===== config.mk =====
export PLATFORM = sky130hd
export DESIGN_NAME = lvds_video_rx_decoder
export DESIGN_NICKNAME = d
export VERILOG_FILES = /design/src/rtl/lvds_video_pkg.sv /design/src/rtl/lvds_timing_meas.sv /design/src/rtl/lvds_video_rx_decoder.sv
export SDC_FILE = /design/constraint.sdc
export NUM_CORES = 1
export LEC_CHECK = 0
export CAP_MARGIN = 20
export CORE_MARGIN = 4
export CORE_UTILIZATION = 38
export CTS_CLUSTER_SIZE = 8
export DETAILED_ROUTE_END_ITERATION = 10
export PLACE_DENSITY_LB_ADDON = 0.3
export SYNTH_ARGS = -nofsm -noshare
export SYNTH_HDL_FRONTEND = slang
export SYNTH_SLANG_ARGS = --single-unit
export TNS_END_PERCENT = 1

===== constraint.sdc =====
create_clock -name clk -period 16.3 [get_ports clk]
set_input_delay 3.26 -clock clk [delete_from_list [all_inputs] [get_ports clk]]
set_output_delay 3.26 -clock clk [all_outputs]
set_load 0.05 [all_outputs]

===== src/rtl/lvds_video_pkg.sv =====
// Shared constants for the LVDS video path: word bit map, panel defaults,
// receiver lock states and a helper that unpacks one 21-bit word.
package lvds_video_pkg;

  localparam int WORD_W       = 21;
  localparam int DEF_H_ACTIVE = 1366;
  localparam int DEF_V_ACTIVE = 768;

  // Bit positions of each field inside the deserialized 21-bit word
  localparam int BIT_G0 = 0;
  localparam int BIT_R5 = 1;
  localparam int BIT_R4 = 2;
  localparam int BIT_R3 = 3;
  localparam int BIT_R2 = 4;
  localparam int BIT_R1 = 5;
  localparam int BIT_R0 = 6;
  localparam int BIT_B1 = 7;
  localparam int BIT_B0 = 8;
  localparam int BIT_G5 = 9;
  localparam int BIT_G4 = 10;
  localparam int BIT_G3 = 11;
  localparam int BIT_G2 = 12;
  localparam int BIT_G1 = 13;
  localparam int BIT_DE = 14;
  localparam int BIT_VS = 15;
  localparam int BIT_HS = 16;
  localparam int BIT_B5 = 17;
  localparam int BIT_B4 = 18;
  localparam int BIT_B3 = 19;
  localparam int BIT_B2 = 20;

  typedef enum logic [1:0] {SEARCH, CHECK, LOCKED} rx_state_e;

  typedef struct packed {
    logic [5:0] red;
    logic [5:0] green;
    logic [5:0] blue;
    logic       hs;
    logic       vs;
    logic       de;
  } pixel_t;

  // Idle line: black, syncs inactive (high), no data enable
  localparam pixel_t PIX_IDLE = '{red: 6'd0, green: 6'd0, blue: 6'd0,
                                  hs: 1'b1, vs: 1'b1, de: 1'b0};

  function automatic pixel_t unpack_word(input logic [WORD_W-1:0] w);
    pixel_t p;
    p.red   = {w[BIT_R5], w[BIT_R4], w[BIT_R3], w[BIT_R2], w[BIT_R1], w[BIT_R0]};
    p.green = {w[BIT_G5], w[BIT_G4], w[BIT_G3], w[BIT_G2], w[BIT_G1], w[BIT_G0]};
    p.blue  = {w[BIT_B5], w[BIT_B4], w[BIT_B3], w[BIT_B2], w[BIT_B1], w[BIT_B0]};
    p.hs    = w[BIT_HS];
    p.vs    = w[BIT_VS];
    p.de    = w[BIT_DE];
    return p;
  endfunction

endpackage


===== src/rtl/lvds_timing_meas.sv =====
// Sync edge detection, pixel coordinates, line/frame measurement with
// saturating counters, missing-VSync timeout and the per-frame ok/bad strobe.
module lvds_timing_meas
  import lvds_video_pkg::*;
#(
  parameter int EXP_H_ACTIVE  = DEF_H_ACTIVE,
  parameter int EXP_V_ACTIVE  = DEF_V_ACTIVE,
  parameter int CNT_W         = 12,
  parameter int TIMEOUT_LINES = 1024
) (
  input  logic             clk,
  input  logic             rst,
  input  logic             valid_i,
  input  logic             hs_i,
  input  logic             vs_i,
  input  logic             de_i,
  output logic [CNT_W-1:0] pix_x_o,
  output logic [CNT_W-1:0] pix_y_o,
  output logic             line_start_o,
  output logic             frame_start_o,
  output logic [CNT_W-1:0] meas_h_active_o,
  output logic [CNT_W-1:0] meas_v_active_o,
  output logic [CNT_W-1:0] meas_h_total_o,
  output logic             frame_evt_o,
  output logic             frame_vs_o,
  output logic             frame_ok_o
);

  localparam logic [CNT_W-1:0] CNT_MAX  = '1;
  localparam logic [CNT_W-1:0] EXP_H    = CNT_W'(EXP_H_ACTIVE);
  localparam logic [CNT_W-1:0] EXP_V    = CNT_W'(EXP_V_ACTIVE);
  localparam logic [CNT_W-1:0] TMO_LAST = CNT_W'(TIMEOUT_LINES - 1);

  function automatic logic [CNT_W-1:0] sat_inc(input logic [CNT_W-1:0] v);
    return (v == CNT_MAX) ? v : v + 1'b1;
  endfunction

  logic prev_hs_q, prev_vs_q, prev_de_q, prev_hs_d, prev_vs_d, prev_de_d;
  logic [CNT_W-1:0] pix_x_q, pix_x_d, pix_y_q, pix_y_d;
  logic [CNT_W-1:0] h_act_q, h_act_d, h_tot_q, h_tot_d, v_cnt_q, v_cnt_d, tmo_q, tmo_d;
  logic [CNT_W-1:0] meas_ha_q, meas_ha_d, meas_va_q, meas_va_d, meas_ht_q, meas_ht_d;
  logic first_line_q, first_line_d, line_bad_q, line_bad_d;
  logic line_start_q, line_start_d, frame_start_q, frame_start_d;
  logic de_rise, de_fall, hs_fall, vs_rise, tmo_hit, h_bad;

  // Edge strobes against the previous valid word, then next-state of all counters
  always_comb begin
    de_rise = valid_i &  de_i & ~prev_de_q;
    de_fall = valid_i & ~de_i &  prev_de_q;
    hs_fall = valid_i & ~hs_i &  prev_hs_q;
    vs_rise = valid_i &  vs_i & ~prev_vs_q;
    tmo_hit = hs_fall & ~vs_rise & (tmo_q == TMO_LAST);
    h_bad   = de_fall & (h_act_q != EXP_H);

    // NOTE: every _d gets its hold value first so no path leaves it unassigned (no latches).
    prev_hs_d     = prev_hs_q;
    prev_vs_d     = prev_vs_q;
    prev_de_d     = prev_de_q;
    pix_x_d       = pix_x_q;
    pix_y_d       = pix_y_q;
    h_act_d       = h_act_q;
    h_tot_d       = h_tot_q;
    v_cnt_d       = v_cnt_q;
    tmo_d         = tmo_q;
    meas_ha_d     = meas_ha_q;
    meas_va_d     = meas_va_q;
    meas_ht_d     = meas_ht_q;
    first_line_d  = first_line_q;
    line_bad_d    = line_bad_q;
    line_start_d  = de_rise;
    frame_start_d = vs_rise;

    if (valid_i) begin
      prev_hs_d = hs_i;
      prev_vs_d = vs_i;
      prev_de_d = de_i;
      h_tot_d   = sat_inc(h_tot_q);
    end

    if (de_rise) begin
      pix_x_d      = '0;
      h_act_d      = CNT_W'(1);
      pix_y_d      = first_line_q ? '0 : sat_inc(pix_y_q);
      first_line_d = 1'b0;
      v_cnt_d      = sat_inc(v_cnt_q);
    end else if (valid_i && de_i) begin
      pix_x_d = sat_inc(pix_x_q);
      h_act_d = sat_inc(h_act_q);
    end

    if (de_fall) begin
      meas_ha_d = h_act_q;
      if (h_bad) line_bad_d = 1'b1;
    end

    if (hs_fall) begin
      meas_ht_d = h_tot_q;
      h_tot_d   = CNT_W'(1);
      tmo_d     = tmo_q + 1'b1;
    end

    // A VSync rise closes the frame; a timeout closes it without a measurement
    if (vs_rise) begin
      meas_va_d    = v_cnt_q;
      v_cnt_d      = de_rise ? CNT_W'(1) : '0;
      line_bad_d   = 1'b0;
      tmo_d        = '0;
      first_line_d = ~de_rise;
    end else if (tmo_hit) begin
      v_cnt_d    = de_rise ? CNT_W'(1) : '0;
      line_bad_d = 1'b0;
      tmo_d      = '0;
    end
  end

  // Register all timing state; reset to idle sync history and zero counts
  always_ff @(posedge clk or posedge rst) begin
    if (rst) begin
      prev_hs_q     <= 1'b1;
      prev_vs_q     <= 1'b1;
      prev_de_q     <= 1'b0;
      pix_x_q       <= '0;
      pix_y_q       <= '0;
      h_act_q       <= '0;
      h_tot_q       <= '0;
      v_cnt_q       <= '0;
      tmo_q         <= '0;
      meas_ha_q     <= '0;
      meas_va_q     <= '0;
      meas_ht_q     <= '0;
      // Treat reset like a frame boundary so the first DE line is row 0
      first_line_q  <= 1'b1;
      line_bad_q    <= 1'b0;
      line_start_q  <= 1'b0;
      frame_start_q <= 1'b0;
    end else begin
      // NOTE: state is updated with <= so every register samples pre-edge values.
      prev_hs_q     <= prev_hs_d;
      prev_vs_q     <= prev_vs_d;
      prev_de_q     <= prev_de_d;
      pix_x_q       <= pix_x_d;
      pix_y_q       <= pix_y_d;
      h_act_q       <= h_act_d;
      h_tot_q       <= h_tot_d;
      v_cnt_q       <= v_cnt_d;
      tmo_q         <= tmo_d;
      meas_ha_q     <= meas_ha_d;
      meas_va_q     <= meas_va_d;
      meas_ht_q     <= meas_ht_d;
      first_line_q  <= first_line_d;
      line_bad_q    <= line_bad_d;
      line_start_q  <= line_start_d;
      frame_start_q <= frame_start_d;
    end
  end

  assign pix_x_o         = pix_x_q;
  assign pix_y_o         = pix_y_q;
  assign line_start_o    = line_start_q;
  assign frame_start_o   = frame_start_q;
  assign meas_h_active_o = meas_ha_q;
  assign meas_v_active_o = meas_va_q;
  assign meas_h_total_o  = meas_ht_q;
  assign frame_evt_o     = vs_rise | tmo_hit;
  assign frame_vs_o      = vs_rise;
  assign frame_ok_o      = vs_rise & (v_cnt_q == EXP_V) & ~(line_bad_q | h_bad);

endmodule


===== src/rtl/lvds_video_rx_decoder.sv =====
// Receive-side LVDS pixel decoder: unpacks the deserialized word to RGB666 and
// syncs, and tracks format lock with a SEARCH/CHECK/LOCKED state machine.
module lvds_video_rx_decoder
  import lvds_video_pkg::*;
#(
  parameter int EXP_H_ACTIVE  = DEF_H_ACTIVE,
  parameter int EXP_V_ACTIVE  = DEF_V_ACTIVE,
  parameter int CNT_W         = 12,
  parameter int LOCK_FRAMES   = 2,
  parameter int LOSS_FRAMES   = 2,
  parameter int TIMEOUT_LINES = 1024
) (
  input  logic              clk,
  input  logic              rst,
  input  logic              in_valid,
  input  logic [WORD_W-1:0] in_word,
  input  logic              err_clr,
  output logic              pix_valid,
  output logic [5:0]        red,
  output logic [5:0]        green,
  output logic [5:0]        blue,
  output logic              hsync,
  output logic              vsync,
  output logic              de,
  output logic [CNT_W-1:0]  pix_x,
  output logic [CNT_W-1:0]  pix_y,
  output logic              line_start,
  output logic              frame_start,
  output logic [CNT_W-1:0]  meas_h_active,
  output logic [CNT_W-1:0]  meas_v_active,
  output logic [CNT_W-1:0]  meas_h_total,
  output logic              locked,
  output logic              fmt_err
);

  localparam logic [CNT_W-1:0] LOCK_N = CNT_W'(LOCK_FRAMES);
  localparam logic [CNT_W-1:0] LOSS_N = CNT_W'(LOSS_FRAMES);

  pixel_t           pix_w, pix_q;
  logic             pix_valid_q;
  rx_state_e        state_q;
  logic [CNT_W-1:0] good_q, bad_q;
  logic             locked_q, fmt_err_q;
  logic             frame_evt, frame_vs, frame_ok, set_err;

  // Field extraction from the incoming word
  always_comb pix_w = unpack_word(in_word);

  lvds_timing_meas #(
    .EXP_H_ACTIVE (EXP_H_ACTIVE),
    .EXP_V_ACTIVE (EXP_V_ACTIVE),
    .CNT_W        (CNT_W),
    .TIMEOUT_LINES(TIMEOUT_LINES)
  ) u_meas (
    .clk            (clk),
    .rst            (rst),
    .valid_i        (in_valid),
    .hs_i           (pix_w.hs),
    .vs_i           (pix_w.vs),
    .de_i           (pix_w.de),
    .pix_x_o        (pix_x),
    .pix_y_o        (pix_y),
    .line_start_o   (line_start),
    .frame_start_o  (frame_start),
    .meas_h_active_o(meas_h_active),
    .meas_v_active_o(meas_v_active),
    .meas_h_total_o (meas_h_total),
    .frame_evt_o    (frame_evt),
    .frame_vs_o     (frame_vs),
    .frame_ok_o     (frame_ok)
  );

  // Pixel output register: updates only on accepted words
  always_ff @(posedge clk or posedge rst) begin
    if (rst) begin
      pix_valid_q <= 1'b0;
      pix_q       <= PIX_IDLE;
    end else begin
      pix_valid_q <= in_valid;
      if (in_valid) pix_q <= pix_w;
    end
  end

  // A bad frame while locked is a format error
  assign set_err = frame_evt & ~frame_ok & (state_q == LOCKED);

  // Lock state machine with registered locked/fmt_err; setting beats clearing
  always_ff @(posedge clk or posedge rst) begin
    if (rst) begin
      state_q   <= SEARCH;
      good_q    <= '0;
      bad_q     <= '0;
      locked_q  <= 1'b0;
      fmt_err_q <= 1'b0;
    end else begin
      if (set_err)      fmt_err_q <= 1'b1;
      else if (err_clr) fmt_err_q <= 1'b0;

      if (frame_evt) begin
        case (state_q)
          SEARCH: begin
            // The frame in progress at entry is partial, so it is not judged
            if (frame_vs) begin
              state_q <= CHECK;
              good_q  <= '0;
            end
          end
          CHECK: begin
            if (!frame_ok) begin
              good_q <= '0;
            end else if (good_q + 1'b1 >= LOCK_N) begin
              state_q  <= LOCKED;
              locked_q <= 1'b1;
              bad_q    <= '0;
            end else begin
              good_q <= good_q + 1'b1;
            end
          end
          LOCKED: begin
            if (frame_ok) begin
              bad_q <= '0;
            end else begin
              bad_q <= bad_q + 1'b1;
              if (bad_q + 1'b1 >= LOSS_N) begin
                state_q  <= SEARCH;
                locked_q <= 1'b0;
              end
            end
          end
          default: state_q <= SEARCH;
        endcase
      end
    end
  end

  assign pix_valid = pix_valid_q;
  assign red       = pix_q.red;
  assign green     = pix_q.green;
  assign blue      = pix_q.blue;
  assign hsync     = pix_q.hs;
  assign vsync     = pix_q.vs;
  assign de        = pix_q.de;
  assign locked    = locked_q;
  assign fmt_err   = fmt_err_q;

endmodule


==> reports/qor.json, run 1 <==
{
  "drtIter0Drc": 240,
  "final-setup-viol-count": 0,
  "dp_hpwl_mm": 11.21,
  "top_usage_layer": "met2",
  "globalplace.congestion": 0.7709,
  "synth_edf_count": 0,
  "cts.clk_slew.worst_paths_ns": 0.07,
  "h-tree-depth": 4,
  "grt_max_degree": 95,
  "clock_path_buffers": 2,
  "hold_violations": 0,
  "critical_path_buffers_and_inverters": 2,
  "dp.cells": 1113,
  "cp_slowest_stage_delay_ns": 0.71,
  "fillerInstances": 1869,
  "post-route-cell-area_mm2": 0.009635,
  "clock_latency_ns": 0.43,
  "fin_worst_skew_ns": 0.009030,
  "slew_headroom_pct": 39.95,
  "intPower_uw": 742.6,
  "placement_rows": 51,
  "worst-endpoint-required_ns": 16.64,
  "synth.cell_area_mm2": 0.007682,
  "fp.dieH_um": 150.2,
  "die_width_um": 150.2,
  "critical_path_arrival_ns": 7.16,
  "nets": 904,
  "crit_path_launch_type": "primary input",
  "final_antenna_net_count": 0,
  "syn-mean-instance-area_um2": 10.07,
  "postSynthNetCount": 800,
  "clock-sinks": 162,
  "critical_path.max_fanout": 32,
  "first_global_vias": 5773,
  "groute.layer.met2.usage_pct": 23.70,
  "leakage_uw": 0.004226,
  "yosys.cell_types.count": 67,
  "power.ir.vdd_worst_mv": 0.07574,
  "clock_power_share_pct": 38.5,
  "setup.worst_path.class": "primary input to register",
  "die_area_mm2": 0.02256,
  "core_area_mm2": 0.01965,
  "antenna_found_initial": 0,
  "swShare_pct": 30.97,
  "synthArstFlopShare_pct": 100.0,
  "rsz0062_at_grt": "no",
  "crit_chain": "clkdlybuf4s50_1, buf_4, nand3b_1, nor3_1, a21o_1, and3_1, o21ai_0, a31oi_1",
  "ios": 111,
  "worst_slew_pin_slew_ns": 0.9008,
  "final_min_period_over_clock_period_pct": 41.86,
  "timing.max_cap.violations": 0,
  "finish.cell_count_without_fillers": 1145,
  "most-common-layout-cells": "dfrtp_1, nand2_1, clkdlybuf4s50_1",
  "yosys_register_bits": 162,
  "worstSetupEndpointType": "register",
  "remaining_drc_errors": 0,
  "layout_cells_sized_above_1_pct": 10.00,
  "overflow": 0,
  "post_cts_hold_buffer_count": 0,
  "grt_pass1_wl_mm": 28.08,
  "cts_buffers": 17,
  "hold-worst-slack_ns": 0.4761,
  "final_max_slew_viol_count": 0,
  "seq_area_frac_synth_pct": 52.82,
  "synth_top_flop_cell": "dfrtp_1",
  "dr_total_vias": 5767,
  "result_of_the_run": "completed",
  "worstHoldPathType": "register to register",
  "clockRootBuffer": "clkbuf_16",
  "area_delta_synth_final_pct": 25.42,
  "via_count_normalized_by_instance_count": 5.037,
  "start_util_pct": 39.09,
  "crit_slowest_cell": "a21o_1",
  "min_period_ns": 6.823,
  "globalRouteMet3Util_pct": 5.449,
  "final_tns_setup_ns": 0,
  "wire_per_inst_um": 14.30,
  "placement.io_buffers": 110,
  "cts.repair.resized": 0,
  "power.share.sequential_pct": 43.3,
  "pwr_per_cell_area_mw_per_mm2": 111.6,
  "fmaxAchievable_mhz": 146.6,
  "ys.warnings.count": 0,
  "synthesis.instances": 763,
  "combPwrFrac_pct": 18.2,
  "cts_post_setup_buffers_inserted": 0,
  "groute.usage.overall_pct": 15.26,
  "worst_path_dominant_cell_family": "simple AND/OR/NAND/NOR gates",
  "placed_area_mm2": 0.009020,
  "final_common_cell": "dfrtp_1",
  "power_switching_uw": 333.1,
  "num_antenna_cells": 0,
  "groute.layer.met1.usage_pct": 20.07,
  "postRouteWirelength_mm": 16.38,
  "clock_tree_from_tritoncts": "done",
  "rrSetupSlack_ns": 12.65,
  "firstDrtPassIters": 4
}
## power by group through the flow
stage | Clock [uW] | Sequential [uW] | Combinational [uW]
detailed placement | 0 | 474 | 198
finish | 414 | 466 | 196
CTS | 427 | 466 | 199
floorplan | 0 | 538 | 62.3
global route | 445 | 472 | 212
global placement | 0 | 473 | 196
## final timing paths
kind,to,cells past startpoint,from
setup / recovery,bad_q[5],8,in_valid
hold / removal,u_meas.meas_v_active_o[11],2,u_meas.meas_v_active_o[11]
setup reg to reg,bad_q[5],6,u_meas.prev_hs_q
hold reg to reg,u_meas.meas_v_active_o[11],2,u_meas.meas_v_active_o[11]
max in group asynchronous,u_meas.prev_de_q,3,rst
min in group asynchronous,u_meas.meas_h_total_o[8],2,rst
## cell usage after synthesis (18+ instances only)
| master | count | area (um2) |
|---|---|---|
| a21oi_1 | 26 | 130.1 |
| dfrtp_1 | 159 | 3979 |
| inv_1 | 22 | 82.58 |
| mux2_2 | 31 | 349.1 |
| nand2_1 | 119 | 446.7 |
| nand3_1 | 28 | 140.1 |
| nand4_1 | 18 | 112.6 |
| nor2_1 | 79 | 296.5 |
| nor3_1 | 20 | 100.1 |
| o21ai_0 | 26 | 130.1 |
| xnor2_1 | 28 | 245.2 |
| xor2_1 | 23 | 201.4 |
## final cells by class
cell class	count	area (um2)	share of cell area [%]
Clock buffer	19	452.9	4.701
Clock inverter	13	162.7	1.688
Inverter	23	91.34	0.9479
Multi-Input combinational cell	550	3416	35.45
Sequential cell	162	4058	42.11
Tap cell	265	331.6	3.441
Timing Repair Buffer	113	1124	11.66
## sequential cells by signal, indices dropped and copies added, names as in the netlist, 2 cells and up
name	cells
blue	6
good_q	12
red	6
u_meas.tmo_q	12
u_meas.pix_x_o	12
u_meas.v_cnt_q	12
u_meas.h_tot_q	12
bad_q	12
u_meas.meas_h_active_o	12
green	6
state_q	2
u_meas.meas_v_active_o	12
u_meas.h_act_q	12
u_meas.pix_y_o	12
u_meas.meas_h_total_o	12
## metal layers
| layer | vias to the layer above | routed length [um] |
|---|---|---|
| li1 | 2863 | - |
| met4 | 0 | 220 |
| met5 | - | 0 |
| met1 | 2781 | 7604 |
| met2 | 103 | 7531 |
| met3 | 20 | 1023 |
## stage by stage
step / setup WS, ns / util, % / power, uW
final: 9.477 / 49.03 / 1076
after global routing: 9.152 / 49.03 / 1129
after CTS: 9.517 / 49.03 / 1092
after detailed placement: 9.053 / 45.89 / 671.5
after global placement: 9.105 / 45.89 / 668.3
after floorplan: 8.668 / - / 600.0
## tightest hold or removal path, cell delays in order (launching register included)
cell     delay [ns]
dfrtp_1        0.35
nand2_1        0.05
nand2_1        0.05
## cells by family after synthesis
logic type / count (synthesis) / share of synthesized area (%)
AOI/OAI and AO/OA: 104 / 9.462
xor gates and xnor gates: 51 / 5.814
adders and majority gates: 12 / 1.954
buffers and inverters: 51 / 2.752
DFF: 162 / 52.82
muxes: 35 / 5.065
and+or+nand+nor: 348 / 22.13
Note: power is estimated with default switching activity, not from simulation.
==> run 2: changes to the inputs <==
clock period = 6.79 ns   (was 16.3 ns; I/O delays follow)
==> run 2 against run 1 <==
Effect of this change:
- critical path type unchanged
- clock skew rose by 0.0037 ns
- worst setup slack got worse by 7.1 ns
- register-to-register slack got worse by 8.9 ns
==> reports/qor.json, run 2 (same netlist as run 1, synthesis figures left out) <==
{
  "result_of_the_run": "completed",
  "worstSetupEndpointType": "register",
  "core_area": {"value": 0.01965, "unit": "mm2", "change": "unchanged"},
  "most-common-layout-cells": "dfrtp_1, nand2_1, clkdlybuf4s50_1",
  "power.ir.vdd_worst": {"value": 0.1896, "unit": "mV", "change": "+150%"},
  "clock_latency": {"value": 0.42, "unit": "ns", "change": "about the same"},
  "nets": {"value": 906, "change": "+0.22%"},
  "overflow": {"value": 0, "change": "unchanged"},
  "ios": {"value": 111, "change": "unchanged"},
  "clock_tree_from_tritoncts": "done",
  "design_power_total": {"value": 2579, "unit": "uW", "change": "+140%"},
  "post-place-ws": {"value": 1.949, "unit": "ns", "change": "-7.104 ns"},
  "placement.io_buffers": {"value": 110, "change": "unchanged"},
  "timing.max_cap.violations": {"value": 0, "change": "unchanged"},
  "area_delta_synth_final": {"value": 25.54, "unit": "%", "change": "about the same"},
  "firstDrtPassIters": {"value": 4, "change": "unchanged"},
  "critical_path_buffers_and_inverters": {"value": 2, "change": "unchanged"},
  "final_common_cell": "dfrtp_1",
  "final_antenna_net_count": {"value": 0, "change": "unchanged"},
  "critical_path.max_fanout": {"value": 27, "change": "-16%"},
  "worstHoldPathType": "register to register",
  "worst_slew_pin_slew": {"value": 0.9194, "unit": "ns", "change": "+0.01861 ns"},
  "cts_buffers": {"value": 17, "change": "unchanged"},
  "worst_path_dominant_cell_family": "simple AND/OR/NAND/NOR gates",
  "die_width": {"value": 150.2, "unit": "um", "change": "unchanged"},
  "drtIter0Drc": {"value": 287, "change": "+20%"},
  "leakage": {"value": 0.004224, "unit": "uW", "change": "about the same"},
  "cts.repair.resized": {"value": 0, "change": "unchanged"},
  "min_period_ns": 4.411,
  "remaining_drc_errors": {"value": 0, "change": "unchanged"},
  "hold-worst-slack": {"value": 0.4689, "unit": "ns", "change": "-0.007257 ns"},
  "pwr_per_cell_area": {"value": 267.4, "unit": "mW/mm2", "change": "+140%"},
  "crit_path_launch_type": "primary input",
  "worst-endpoint-required": {"value": 7.12, "unit": "ns", "change": "-9.52 ns"},
  "crit_slowest_cell": "a21o_1",
  "critical_path_arrival": {"value": 4.74, "unit": "ns", "change": "-2.42 ns"},
  "hold_violations": {"value": 0, "change": "unchanged"},
  "start_util": {"value": 39.09, "unit": "%", "change": "unchanged"},
  "dr_total_vias": {"value": 5715, "change": "-0.90%"},
  "final_tns_setup": {"value": 0, "unit": "ns", "change": "unchanged"},
  "crit_chain": "clkdlybuf4s50_1, buf_4, nand3b_1, nor3_1, a21o_1, and3_1, a41oi_1, a31oi_1",
  "fp.dieH": {"value": 150.2, "unit": "um", "change": "unchanged"},
  "globalplace.congestion": {"value": 0.7781, "change": "+0.93%"},
  "clock-sinks": {"value": 162, "change": "unchanged"},
  "final_critical_path_setup_slack": {"value": 2.379, "unit": "ns", "change": "-7.098 ns"},
  "layout_cells_sized_above_1": {"value": 9.773, "unit": "%", "change": "-0.23 points"},
  "grt_pass1_wl": {"value": 27.79, "unit": "mm", "change": "-1.0%"},
  "dp_hpwl": {"value": 11.17, "unit": "mm", "change": "-0.44%"},
  "clock_path_buffers": {"value": 2, "change": "unchanged"},
  "cts_post_setup_buffers_inserted": {"value": 0, "change": "unchanged"},
  "utilization": {"value": 49.07, "unit": "%", "change": "about the same"},
  "cp_slowest_stage_delay": {"value": 0.70, "unit": "ns", "change": "about the same"},
  "num_antenna_cells": {"value": 0, "change": "unchanged"},
  "wire_per_inst": {"value": 14.12, "unit": "um", "change": "-1.3%"},
  "antenna_found_initial": {"value": 0, "change": "unchanged"},
  "post_cts_hold_buffer_count": {"value": 0, "change": "unchanged"},
  "die_area": {"value": 0.02256, "unit": "mm2", "change": "unchanged"},
  "setup.worst_path.class": "primary input to register",
  "h-tree-depth": {"value": 4, "change": "unchanged"},
  "first_global_vias": {"value": 5696, "change": "-1.3%"},
  "groute.usage.overall": {"value": 15.09, "unit": "%", "change": "-0.17 points"},
  "via_count_normalized_by_instance_count": {"value": 4.991, "change": "-0.90%"},
  "final_min_period_over_clock_period_pct": 64.96,
  "grt_max_degree": {"value": 70, "change": "-26%"},
  "fin_worst_skew": {"value": 0.01275, "unit": "ns", "change": "+0.003717 ns"},
  "cts.clk_slew.worst_paths": {"value": 0.06, "unit": "ns", "change": "about the same"},
  "placement_rows": {"value": 51, "change": "unchanged"},
  "final-setup-viol-count": {"value": 0, "change": "unchanged"},
  "slew_headroom": {"value": 38.71, "unit": "%", "change": "-1.2 points"},
  "final_max_slew_viol_count": {"value": 0, "change": "unchanged"},
  "postRouteWirelength": {"value": 16.16, "unit": "mm", "change": "-1.3%"},
  "clockRootBuffer": "clkbuf_16",
  "fmaxAchievable_mhz": 226.7,
  "rsz0062_at_grt": "no"
}
-- run 2: power by group --
group | internal [uW] | switching [uW] | leakage, uW
Combinational | 165 | 304 | 0.00179
Clock | 603 | 387 | 0.000295
Sequential | 1040 | 76.3 | 0.00214
Total | 1810 | 768 | 0.00422
-- run 2: worst min-delay path, stage by stage, from the launching register on --
cell	delay (ns)
dfrtp_1	0.34
nand2_1	0.05
nand2_1	0.05
-- run 2: layout make-up --
| type | count | area [um2] |
|---|---|---|
| sequential | 162 | 4058 |
| timing repair buffer | 115 | 1139 |
| clock inverter | 9 | 148.9 |
| fill | 1892 | 10010 |
| inverter | 23 | 91.34 |
| clock buffer | 21 | 460.4 |
| multi-input combinational | 550 | 3416 |
| tap | 265 | 331.6 |
-- run 2: worst paths after layout --
kind,from,end,slack (ns),cells after the start
worst min-delay path,u_meas.meas_h_total_o[0],u_meas.meas_h_total_o[0],0.47,2
min in group asynchronous,rst,blue[0],1.39,2
worst min register to register,u_meas.meas_h_total_o[0],u_meas.meas_h_total_o[0],0.47,2
max in group asynchronous,rst,u_meas.meas_h_total_o[10],4.30,3
worst max-delay path,in_valid,bad_q[11],2.38,8
worst max register to register,u_meas.prev_vs_q,bad_q[11],3.76,7
-- run 2: routing by layer --
layer / up-vias / part of all wire (%) / global-route usage (%)
met1: 2705 / 47 / 20.42
met3: 18 / 7.0 / 5.388
li1: 2866 / - / -
met4: 0 / 1.1 / 4.346
met5: - / 0 / 0
met2: 126 / 45 / 22.98
-- run 2: stage by stage --
stage | std cells | instance area, um2
6_report | 1145 | 9644
5_1_grt | 1145 | 9644
4_1_cts | 1145 | 9644
3_5_place_dp | 1115 | 9035
3_3_place_gp | 1115 | 9035
2_1_floorplan | 763 | 7682
